$ cat src/rtl/core_sequencer_if.sv
// Shared memory bus between the sequencer (master) and the memory system (slave).
interface core_sequencer_if;
    logic        mem_req_o;
    logic        mem_we_o;
    logic [31:0] mem_addr_o;
    logic        mem_ack_i;
    logic [31:0] mem_rdata_i;

    modport master (
        output mem_req_o, mem_we_o, mem_addr_o,
        input  mem_ack_i, mem_rdata_i
    );

    modport slave (
        input  mem_req_o, mem_we_o, mem_addr_o,
        output mem_ack_i, mem_rdata_i
    );
endinterface

$ cat src/rtl/core_sequencer.sv
// Multi-cycle instruction sequencer: fetch, execute, optional memory access, writeback.
// Drives one shared memory port and qualifies the external decoder's results.
module core_sequencer #(
    parameter logic [31:0] RESET_PC = 32'h00000000
) (
    input  logic              clk,
    input  logic              reset_i,
    core_sequencer_if.master  mem,
    output logic [31:0]       instr_o,
    output logic              decode_en_o,
    input  logic [1:0]        next_pc_sel_i,
    input  logic [31:0]       addr_i,
    input  logic              d_we_i,
    input  logic              reg_in_en_i,
    output logic              reg_we_o,
    output logic [31:0]       mdr_o,
    output logic [31:0]       pc_o,
    output logic [31:0]       instret_o,
    output logic              halt_o
);
    typedef enum logic [2:0] {
        S_FETCH,
        S_EXECUTE,
        S_MEMORY,
        S_WRITEBACK,
        S_HALT
    } state_e;

    localparam logic [6:0] OP_LOAD   = 7'b0000011;
    localparam logic [6:0] OP_STORE  = 7'b0100011;
    localparam logic [6:0] OP_SYSTEM = 7'b1110011;

    state_e      state_q, state_d;
    logic [31:0] pc_q, pc_d;
    logic [31:0] instr_q, instr_d;
    logic [31:0] mdr_q, mdr_d;
    logic [31:0] instret_q, instret_d;

    logic        req, we, dec_en, rf_we;
    logic [31:0] addr;
    logic [6:0]  opcode;

    assign opcode = instr_q[6:0];

    always_ff @(posedge clk) begin
        if (reset_i) begin
            state_q   <= S_FETCH;
            pc_q      <= RESET_PC;
            instr_q   <= '0;
            mdr_q     <= '0;
            instret_q <= '0;
        end else begin
            state_q   <= state_d;
            pc_q      <= pc_d;
            instr_q   <= instr_d;
            mdr_q     <= mdr_d;
            instret_q <= instret_d;
        end
    end

    always_comb begin
        state_d   = state_q;
        pc_d      = pc_q;
        instr_d   = instr_q;
        mdr_d     = mdr_q;
        instret_d = instret_q;
        req       = 1'b0;
        we        = 1'b0;
        addr      = '0;
        dec_en    = 1'b0;
        rf_we     = 1'b0;

        case (state_q)
            S_FETCH: begin
                if (pc_q[1:0] != 2'b00) begin
                    state_d = S_HALT;
                end else begin
                    req  = 1'b1;
                    addr = pc_q;
                    if (mem.mem_ack_i) begin
                        instr_d = mem.mem_rdata_i;
                        state_d = S_EXECUTE;
                    end
                end
            end
            S_EXECUTE: begin
                dec_en = 1'b1;
                if (instr_q[1:0] != 2'b11 || opcode == OP_SYSTEM) begin
                    state_d = S_HALT;
                end else if (opcode == OP_LOAD || opcode == OP_STORE) begin
                    state_d = S_MEMORY;
                end else begin
                    state_d = S_WRITEBACK;
                end
            end
            S_MEMORY: begin
                dec_en = 1'b1;
                req    = 1'b1;
                addr   = addr_i;
                we     = d_we_i;
                if (mem.mem_ack_i) begin
                    if (opcode == OP_LOAD) begin
                        mdr_d = mem.mem_rdata_i;
                    end
                    state_d = S_WRITEBACK;
                end
            end
            S_WRITEBACK: begin
                dec_en    = 1'b1;
                rf_we     = reg_in_en_i;
                instret_d = instret_q + 32'd1;
                case (next_pc_sel_i)
                    2'b01:   pc_d = pc_q + addr_i;
                    2'b11:   pc_d = addr_i;
                    default: pc_d = pc_q + 32'd4;
                endcase
                state_d = S_FETCH;
            end
            default: begin
                state_d = S_HALT;
            end
        endcase

        // Strobes stay quiet for the whole reset cycle, whatever state is being overridden.
        if (reset_i) begin
            req    = 1'b0;
            we     = 1'b0;
            dec_en = 1'b0;
            rf_we  = 1'b0;
        end
    end

    assign mem.mem_req_o  = req;
    assign mem.mem_we_o   = we;
    assign mem.mem_addr_o = addr;
    assign decode_en_o    = dec_en;
    assign reg_we_o       = rf_we;
    assign instr_o        = instr_q;
    assign mdr_o          = mdr_q;
    assign pc_o           = pc_q;
    assign instret_o      = instret_q;
    assign halt_o         = (state_q == S_HALT);

endmodule

$ cat src/flat_wrapper.sv
// flat-port wrapper written by rule: the top's interface ports become plain ports
module core_sequencer_flat 
#(
    parameter logic [31:0] RESET_PC = 32'h00000000
)
  (clk, reset_i, instr_o, decode_en_o, next_pc_sel_i, addr_i, d_we_i, reg_in_en_i, reg_we_o, mdr_o, pc_o, instret_o, halt_o, mem_mem_req_o, mem_mem_we_o, mem_mem_addr_o, mem_mem_ack_i, mem_mem_rdata_i);
  core_sequencer_if mem_i ();
  input  logic clk;
  input  logic reset_i;
  output logic [31:0] instr_o;
  output logic decode_en_o;
  input  logic [1:0] next_pc_sel_i;
  input  logic [31:0] addr_i;
  input  logic d_we_i;
  input  logic reg_in_en_i;
  output logic reg_we_o;
  output logic [31:0] mdr_o;
  output logic [31:0] pc_o;
  output logic [31:0] instret_o;
  output logic halt_o;
  output wire logic [$bits(mem_i.mem_req_o)-1:0] mem_mem_req_o;
  output wire logic [$bits(mem_i.mem_we_o)-1:0] mem_mem_we_o;
  output wire logic [$bits(mem_i.mem_addr_o)-1:0] mem_mem_addr_o;
  input wire logic [$bits(mem_i.mem_ack_i)-1:0] mem_mem_ack_i;
  input wire logic [$bits(mem_i.mem_rdata_i)-1:0] mem_mem_rdata_i;
  assign mem_mem_req_o = mem_i.mem_req_o;
  assign mem_mem_we_o = mem_i.mem_we_o;
  assign mem_mem_addr_o = mem_i.mem_addr_o;
  assign mem_i.mem_ack_i = mem_mem_ack_i;
  assign mem_i.mem_rdata_i = mem_mem_rdata_i;
  core_sequencer #(.RESET_PC(RESET_PC)) u_core (.clk(clk), .reset_i(reset_i), .mem(mem_i), .instr_o(instr_o), .decode_en_o(decode_en_o), .next_pc_sel_i(next_pc_sel_i), .addr_i(addr_i), .d_we_i(d_we_i), .reg_in_en_i(reg_in_en_i), .reg_we_o(reg_we_o), .mdr_o(mdr_o), .pc_o(pc_o), .instret_o(instret_o), .halt_o(halt_o));
endmodule
$ cat config.mk
export PLATFORM = sky130hd
export DESIGN_NAME = core_sequencer_flat
export DESIGN_NICKNAME = d
export VERILOG_FILES = /design/src/rtl/core_sequencer_if.sv /design/src/rtl/core_sequencer.sv /design/src/flat_wrapper.sv
export SDC_FILE = /design/constraint.sdc
export NUM_CORES = 1
export LEC_CHECK = 0
export ABC_AREA = 1
export CORE_MARGIN = 10
export CORE_UTILIZATION = 25
export DETAILED_ROUTE_END_ITERATION = 10
export GPL_ROUTABILITY_DRIVEN = 0
export PLACE_DENSITY_LB_ADDON = 0.2
export SKIP_CTS_REPAIR_TIMING = 1
export SYNTH_ARGS = -nofsm -noshare
export SYNTH_HDL_FRONTEND = slang
export SYNTH_SLANG_ARGS = --single-unit
$ cat constraint.sdc
create_clock -name clk -period 3.9 [get_ports clk]
set_input_delay 0.975 -clock clk [delete_from_list [all_inputs] [get_ports clk]]
set_output_delay 0.975 -clock clk [all_outputs]
set_load 0.05 [all_outputs]
==> metrics, run 1 <==
DP HPWL=31,600 µm; initial DRC count=863; final core area utilization=35.0%; Vias=10,811; leading area contributor after synthesis=dfxtp_1; CP Max Fanout=29; min cycle time layout=3.33 ns; Routed WL=40,800 µm; Clock Skew=0.0144 ns; I/O pin count=236; status=finished clean; vias in the first global route=10,136; most numerous cell in the Yosys netlist=nand2_1; Synthesis Warnings=0; power consumption=3.87 mW; Rows=70; drt wl/cell=17.8 µm; Die W=212 µm; CP Class=reg2out; CTS H-tree lvls=4; CTS Buf Count=17; Psw=1.31 mW; Setup Total Neg Slack=0 ns; Vias/cell=4.73; Seq/Total Area, Yosys=28.3%; synthesized area per cell=5.85 µm²; final net count=1,910; Slew Viols, Final=0; share of power burned in registers=37.0%; CTS root buffer=clkbuf_16; Synth Flop Type=dfxtp_1; Static Leak=5.51 nW; first-pass GRT wire length=61,700 µm; Die Y=212 µm; Synth cell types=45; layout cells sized above 1=6.44%; worst path arrival time=2.36 ns; relative slew slack=52.9%; initial antenna violation count=1; Power Density=302 nW/µm²; Port-buffer cells=235; later-pin clock latency in the skew report=0.43 ns; Post-synth EDFFs=0; Worst setup EP type=primary output; top cells by area, synth=dfxtp_1 (28%), nand2_1 (17%), nor2_1 (10%), inv_1 (9.3%), o21ai_0 (8.2%); drt first pass iters=5; CP required=2.92 ns; core area=36,600 µm²; final setup vio count=0; CP startpoint kind=flip-flop; Initial Utilization=25.3%; commonest cells in the netlist=nand2_1 (418), nor2_1 (250), inv_1 (229), o21ai_0 (151), dfxtp_1 (131); combinational power share=20.2%; CTS max path bufs=2; Post-synth ARST share=0%; Switching Share=34.0%; Yosys top cell area share=28.3%; P_int=2.55 mW; worst reg2reg path depth=10; Total GRT Usage=17.7%; # diodes=0; Die ar.=45,100 µm²; Post-route DRC=0; grt total ovfl=0; clock share of power=42.8%; Max Cap Viol=0; Seq cells post-synth=131; Syn Nets=1,687; worst min path class=reg2reg; Routed Antenna Nets=0; worst hold path cell count=2; FMAX=300 MHz; RSZ-0062 raised after global routing=no; Layout area overhead=38.4%; area of the mapped netlist=9260 µm²; Max IR drop VDD=357 µV; CTS tree=done; CTS clk-pin slew, worst paths=0.07 ns; Hold Vio Cnt, Final=0; largest net degree at the start of global routing=79; synthesized instance count=1,582; Final period util=85.4%; CTS Sinks=131; worst-margin pin slew=0.706 ns
-- cells by family (layout without fill, tap and decap cells) --
| kind of cell | after synthesis | count (layout) | synth area share, % |
|---|---|---|---|
| AO/OA/AOI/OAI | 295 | 295 | 16.8 |
| XOR/XNOR | 18 | 18 | 1.70 |
| adder cells (fa/ha/maj) | 34 | 34 | 4.68 |
| buffers and inverters | 282 | 518 | 11.6 |
| flip-flops | 131 | 131 | 28.3 |
| AND/OR/NAND/NOR | 822 | 822 | 36.9 |
-- worst max-delay path: stages (launching register included) --
cell	delay, ns
dfxtp_1	0.44
inv_1	0.09
nand2_1	0.11
nor3_2	0.04
buf_4	0.17
inv_2	0.49
o21ai_0	0.33
buf_12	0.23
-- path summary, 6_finish.rpt --
path	end	from	slack [ns]
worst max-delay path	mem_mem_addr_o[16]	u_core.state_q[1]	0.57
worst min-delay path	u_core.instr_o[2]	u_core.instr_o[2]	0.48
worst max register to register	u_core.instret_o[14]	u_core.state_q[2]	1.35
worst min register to register	u_core.instr_o[2]	u_core.instr_o[2]	0.48
-- power groups by stage --
stage	Combinational, mW	Clock, mW	Sequential [mW]
3_3_place_gp	0.787	0	1.46
3_5_place_dp	0.787	0	1.46
4_1_cts	0.790	1.71	1.43
2_1_floorplan	0.280	0	1.63
5_1_grt	0.845	1.75	1.44
6_report	0.780	1.66	1.43
-- metrics by stage --
step	std cells	hold WS, ns	area [µm²]	worst slack (ns)
after floorplan	1582	0.511	9260	0.422
after CTS	2286	0.479	12800	0.491
final	2286	0.475	12800	0.569
after global placement	2254	0.461	12200	0.614
after global routing	2286	0.508	12800	0.356
after detailed placement	2254	0.468	12200	0.578
-- state kept, by name, indices dropped and copies added, names as in the netlist --
signal / count
u_core.pc_o: 32
u_core.mdr_o: 32
u_core.instret_o: 32
u_core.instr_o: 32
u_core.state_q: 3
-- area by class of cell --
type	instances	area, µm²
Multi-Input combinational cell	1169	5560
Tap cell	468	586
Fill cell	4047	23800
Inverter	233	876
Clock inverter	15	163
Clock buffer	17	425
Timing Repair Buffer	253	2580
Sequential cell	131	2620
-- placed cells by master, fill, tap and decap left out, types with 2 or more instances in the layout --
cell type and instances:
a32oi_1 2, clkdlybuf4s50_1 199, ha_1 33, o22ai_1 19, nand2_2 2, o21ai_0 151, inv_8 4, xnor2_1 4
clkbuf_16 17, nor3_2 6, nand3_1 76, nor2_4 4, nor3b_1 2, a21oi_1 105, clkinv_2 2, buf_4 39
nand3b_1 6, a31oi_1 5, inv_2 4, inv_1 228, and2_1 2, o21bai_1 2, clkinvlp_4 3, buf_12 15
nand3_2 2, a221oi_1 2, nor3_1 28, nand4_1 12, or2_2 5, nor2_2 4, inv_6 5, nand2_1 418
dfxtp_1 131, nor2_1 250, xor2_1 14, a211oi_1 3
-- layer usage --
metal	track usage (%)	wire length, µm	vias up
met1	22.3	18100	4925
met5	0	11	-
li1	-	-	5498
met3	7.17	3940	44
met2	26.8	17700	342
met4	5.64	1020	2
No activity file was read; power rests on OpenSTA's default activity.
==> run 2: changes to the inputs <==
Settings changed: GPL_TIMING_DRIVEN from default to 0, REMOVE_ABC_BUFFERS from default to 1.
==> metrics, run 2 (same netlist as run 1, synthesis figures left out) <==
vias in the first global route=9,957 (-1.8%); first-pass GRT wire length=59,900 µm (-3.0%); I/O pin count=236 (unchanged); Die ar.=45,100 µm² (unchanged); power consumption=3.88 mW (+0.24%); relative slew slack=15.7% (-37 points); worst reg2reg path depth=7 (-3); Max IR drop VDD=298 µV (-17%); worst path arrival time=2.77 ns (+0.41 ns); Slew Viols, Final=0 (unchanged); Initial Utilization=25.3% (unchanged); CTS root buffer=clkbuf_16; Port-buffer cells=235 (unchanged); CTS tree=done; Vias/cell=4.71 (-0.49%); Cells after DPL=2,238 (-0.71%); worst-margin pin slew=1.26 ns (+0.557 ns); CP required=2.92 ns (about the same); status=finished clean; multi-input combinational cell area=5580 µm² (+0.38%); Hold Slack=0.477 ns (+0.00143 ns); register cell area after layout=2620 µm² (unchanged); grt total ovfl=0 (unchanged); Rows=70 (unchanged); Hold Vio Cnt, Final=0 (unchanged); Total GRT Usage=17.2% (-0.44 points); final setup vio count=0 (unchanged); most frequent cells in the layout=nand2_1 (417), nor2_1 (249), inv_1 (227), clkdlybuf4s50_1 (205), o21ai_0 (151); Die Y=212 µm (unchanged); Max Cap Viol=0 (unchanged); Die W=212 µm (unchanged); DP HPWL=30,500 µm (-3.6%); Final Instance Area=12,800 µm² (-0.54%); R2R Setup Slk=0.53 ns (-0.82 ns); min cycle time layout=3.74 ns (+0.414 ns); dpl cell area=12,000 µm² (-1.6%); Routed Antenna Nets=0 (unchanged); core area=36,600 µm² (unchanged); drt first pass iters=5 (unchanged); initial DRC count=746 (-14%); Vias=10,697 (-1.1%); commonest non-fill, non-tap cell in the layout=nand2_1; setup slack at placement=-1.42 ns (-2.00 ns); CTS max path bufs=2 (unchanged); setup ws final=0.156 ns (-0.414 ns); RSZ-0062 raised after global routing=no; initial antenna violation count=2 (+1); Cell Count, Final, Fillers Out=2,273 (-0.57%); CTS clk-pin slew, worst paths=0.06 ns (about the same); FMAX=267 MHz (-11%); final net count=1,896 (-0.73%); CTS Sinks=131 (unchanged); Post-route DRC=0 (unchanged); later-pin clock latency in the skew report=0.45 ns (+0.02 ns); Power Density=304 nW/µm² (+0.78%); worst min path class=reg2reg; final core area utilization=34.8% (-0.19 points); CTS Buf Count=17 (unchanged); largest net degree at the start of global routing=65 (-18%); filler cell count=4,020 (-0.67%); Worst setup EP type=primary output; Layout area overhead=37.7%; Clock Skew=0.0166 ns (+0.00218 ns); Setup Total Neg Slack=0 ns (unchanged); worst hold path cell count=2 (unchanged); drt wl/cell=17.5 µm (-2.0%); CP Max Fanout=29 (unchanged); Routed WL=39,700 µm (-2.6%); Final period util=96.0% (+11 points); layout cells sized above 1=3.88% (-2.6 points); CP Class=reg2out; CTS H-tree lvls=4 (unchanged); Static Leak=5.86 nW (+6.3%); CP startpoint kind=flip-flop
run 2: cell count changes in the layout (fill, tap and decap cells not counted), moves of 2 or more:
cell,before,now
buf_12,15,1
clkinv_4,0,2
inv_2,4,2
inv_6,5,3
clkdlybuf4s50_1,199,205
buf_4,39,2
inv_8,4,0
clkbuf_8,0,3
dlymetal6s2s_1,0,28
diode_2,0,2
run 2: layout make-up:
type                       count  share of cell area, %
clock buffer                  21                   3.69
inverter                     233                   7.02
antenna                        2                 0.0393
multi-input combinational   1169                   43.8
tap                          468                   4.59
clock inverter                10                  0.971
sequential                   131                   20.6
timing repair buffer         239                   19.3
run 2: worst paths after layout:
path                     start                 end
max          u_core.state_q[2]  mem_mem_addr_o[20]
min          u_core.instr_o[2]   u_core.instr_o[2]
max reg2reg  u_core.state_q[2]     u_core.mdr_o[8]
min reg2reg  u_core.instr_o[2]   u_core.instr_o[2]
run 2: worst max-delay path: stages, from the launching register on:
cell and delay (ns):
dfxtp_1 0.34, nor2_1 0.22, nand2_1 0.15, nor3_4 0.33
inv_4 0.27, o22ai_1 0.18, clkdlybuf4s50_1 0.83
run 2: per-layer routing:
layer / global-route usage [%] / share of wire [%]
met5: 0 / 0.033
met4: 4.26 / 1.2
met3: 4.77 / 7.1
met2: 26.4 / 44
met1: 23.3 / 48
run 2: where the power goes:
group	switching, mW	internal, mW
clock network	0.678	0.995
registers	0.0357	1.39
logic	0.531	0.243
==> run 3: changes to the inputs <==
Settings changed: CTS_CLUSTER_SIZE from default to 20, GPL_TIMING_DRIVEN 0 to 1.
==> metrics, run 3 (same netlist as run 1, synthesis figures left out) <==
Post-route DRC=0 (unchanged); Hold Vio Cnt, Final=0 (unchanged); final core area utilization=34.9% (+0.068 points); Power Density=299 nW/µm² (-1.5%); Die Y=212 µm (unchanged); first-pass GRT wire length=61,900 µm (+3.4%); FMAX=286 MHz (+7.0%); Worst setup EP type=primary output; CP Max Fanout=29 (unchanged); initial DRC count=833 (+12%); relative slew slack=36.9% (+21 points); grt total ovfl=0 (unchanged); layout cells sized above 1=6.28% (+2.4 points); Setup Total Neg Slack=0 ns (unchanged); Initial Utilization=25.3% (unchanged); CTS tree=done; min cycle time layout=3.50 ns (-0.245 ns); crit-path cells=nor2_1, nand2_1, nor3_2, inv_2, o21ai_0, buf_12; commonest non-fill, non-tap cell in the layout=nand2_1; Rows=70 (unchanged); setup slack at placement=0.602 ns (+2.02 ns); worst path arrival time=2.52 ns (-0.25 ns); CTS clk-pin slew, worst paths=0.07 ns (about the same); CP max-delay cell=o21ai_0; Port-buffer cells=235 (unchanged); most frequent cells in the layout=nand2_1 (418), nor2_1 (250), inv_1 (228), clkdlybuf4s50_1 (199), o21ai_0 (151); initial antenna violation count=2 (unchanged); Die ar.=45,100 µm² (unchanged); Max Cap Viol=0 (unchanged); core area=36,600 µm² (unchanged); Vias=10,765 (+0.64%); vias in the first global route=10,302 (+3.5%); dpl cell area=12,200 µm² (+1.4%); Hold Slack=0.481 ns (+0.00453 ns); filler cell count=4,005 (-0.37%); status=finished clean; Max IR drop VDD=307 µV (+3.2%); max incr delay on CP=0.46 ns (-0.37 ns); Routed WL=40,900 µm (+2.9%); I/O pin count=236 (unchanged); drt wl/cell=17.9 µm (+2.3%); Final period util=89.7% (-6.3 points); worst-margin pin slew=0.947 ns (-0.316 ns); Die W=212 µm (unchanged); CTS max path bufs=2 (unchanged); CP delay by family, top=simple AND/OR/NAND/NOR gates; Final Instance Area=12,800 µm² (+0.20%); CP Class=reg2out; CTS root buffer=clkbuf_16; Clock Skew=0.0187 ns (+0.00208 ns); Vias/cell=4.71 (+0.11%); Static Leak=5.49 nW (-6.3%); CTS H-tree lvls=4 (unchanged); Total GRT Usage=17.8% (+0.55 points); final net count=1,908 (+0.63%); CTS Buf Count=17 (unchanged); setup ws final=0.401 ns (+0.245 ns); Slew Viols, Final=0 (unchanged); final setup vio count=0 (unchanged); DP HPWL=31,600 µm (+3.5%); Routed Antenna Nets=0 (unchanged); CP required=2.92 ns (about the same); RSZ-0062 raised after global routing=no; CP startpoint kind=flip-flop; Worst Path Buf+Inv=2 (unchanged); later-pin clock latency in the skew report=0.45 ns (about the same); worst min path class=reg2reg; largest net degree at the start of global routing=94 (+45%); Layout area overhead=38.0%; drt first pass iters=6 (+1); CTS Sinks=131 (unchanged)
==> run 3: cell types whose count changed in the layout (fill, tap and decap cells not counted), moves of 2 or more <==
cell | before | now
buf_12 | 1 | 14
buf_4 | 2 | 38
clkbuf_8 | 3 | 1
clkdlybuf4s50_1 | 205 | 199
dlymetal6s2s_1 | 28 | 0
inv_2 | 2 | 4
==> run 3: metrics by stage <==
| stage | power, mW | std cells |
|---|---|---|
| after floorplan | 1.88 | 1533 |
| after global placement | 2.24 | 2252 |
| after detailed placement | 2.24 | 2252 |
| after CTS | 3.87 | 2284 |
| after global routing | 3.97 | 2284 |
| final | 3.83 | 2285 |
==> run 3: power by group <==
group	leakage, nW	internal (mW)	switching (mW)	total [mW]
combinational	4.15	0.247	0.527	0.774
clock	0.272	0.904	0.720	1.62
sequential	1.06	1.39	0.0344	1.43
total	5.49	2.54	1.28	3.83
==> run 3: cell type report <==
cell class | instances | area (µm²) | area share [%]
Clock buffer | 19 | 443 | 3.47
Tap cell | 468 | 586 | 4.58
Inverter | 233 | 876 | 6.86
Antenna cell | 1 | 2.50 | 0.0196
Sequential cell | 131 | 2620 | 20.5
Multi-Input combinational cell | 1169 | 5560 | 43.5
Timing Repair Buffer | 251 | 2560 | 20.0
Clock inverter | 13 | 126 | 0.989
==> run 3: worst min-delay path, delay by kind of cell, from the launching register on <==
family / cells / cell delay (ns)
compound gates: 1 / 0.06
flops: 1 / 0.31
buf+inv: 1 / 0.07
==> run 3: worst paths after layout <==
path	start	slack, ns	cells after the start	endpoint
max	u_core.state_q[2]	0.40	6	mem_mem_addr_o[5]
min	u_core.instr_o[2]	0.48	2	u_core.instr_o[2]
max reg2reg	u_core.state_q[2]	1.13	9	u_core.instr_o[3]
min reg2reg	u_core.instr_o[2]	0.48	2	u_core.instr_o[2]
==> run 3: layer usage <==
metal | global-route usage, % | vias to the layer above | wire length (µm)
li1 | - | 5492 | -
met1 | 23.3 | 4890 | 18700
met2 | 27.7 | 340 | 18000
met3 | 5.26 | 41 | 3400
met4 | 4.83 | 2 | 672
met5 | 0 | - | 12
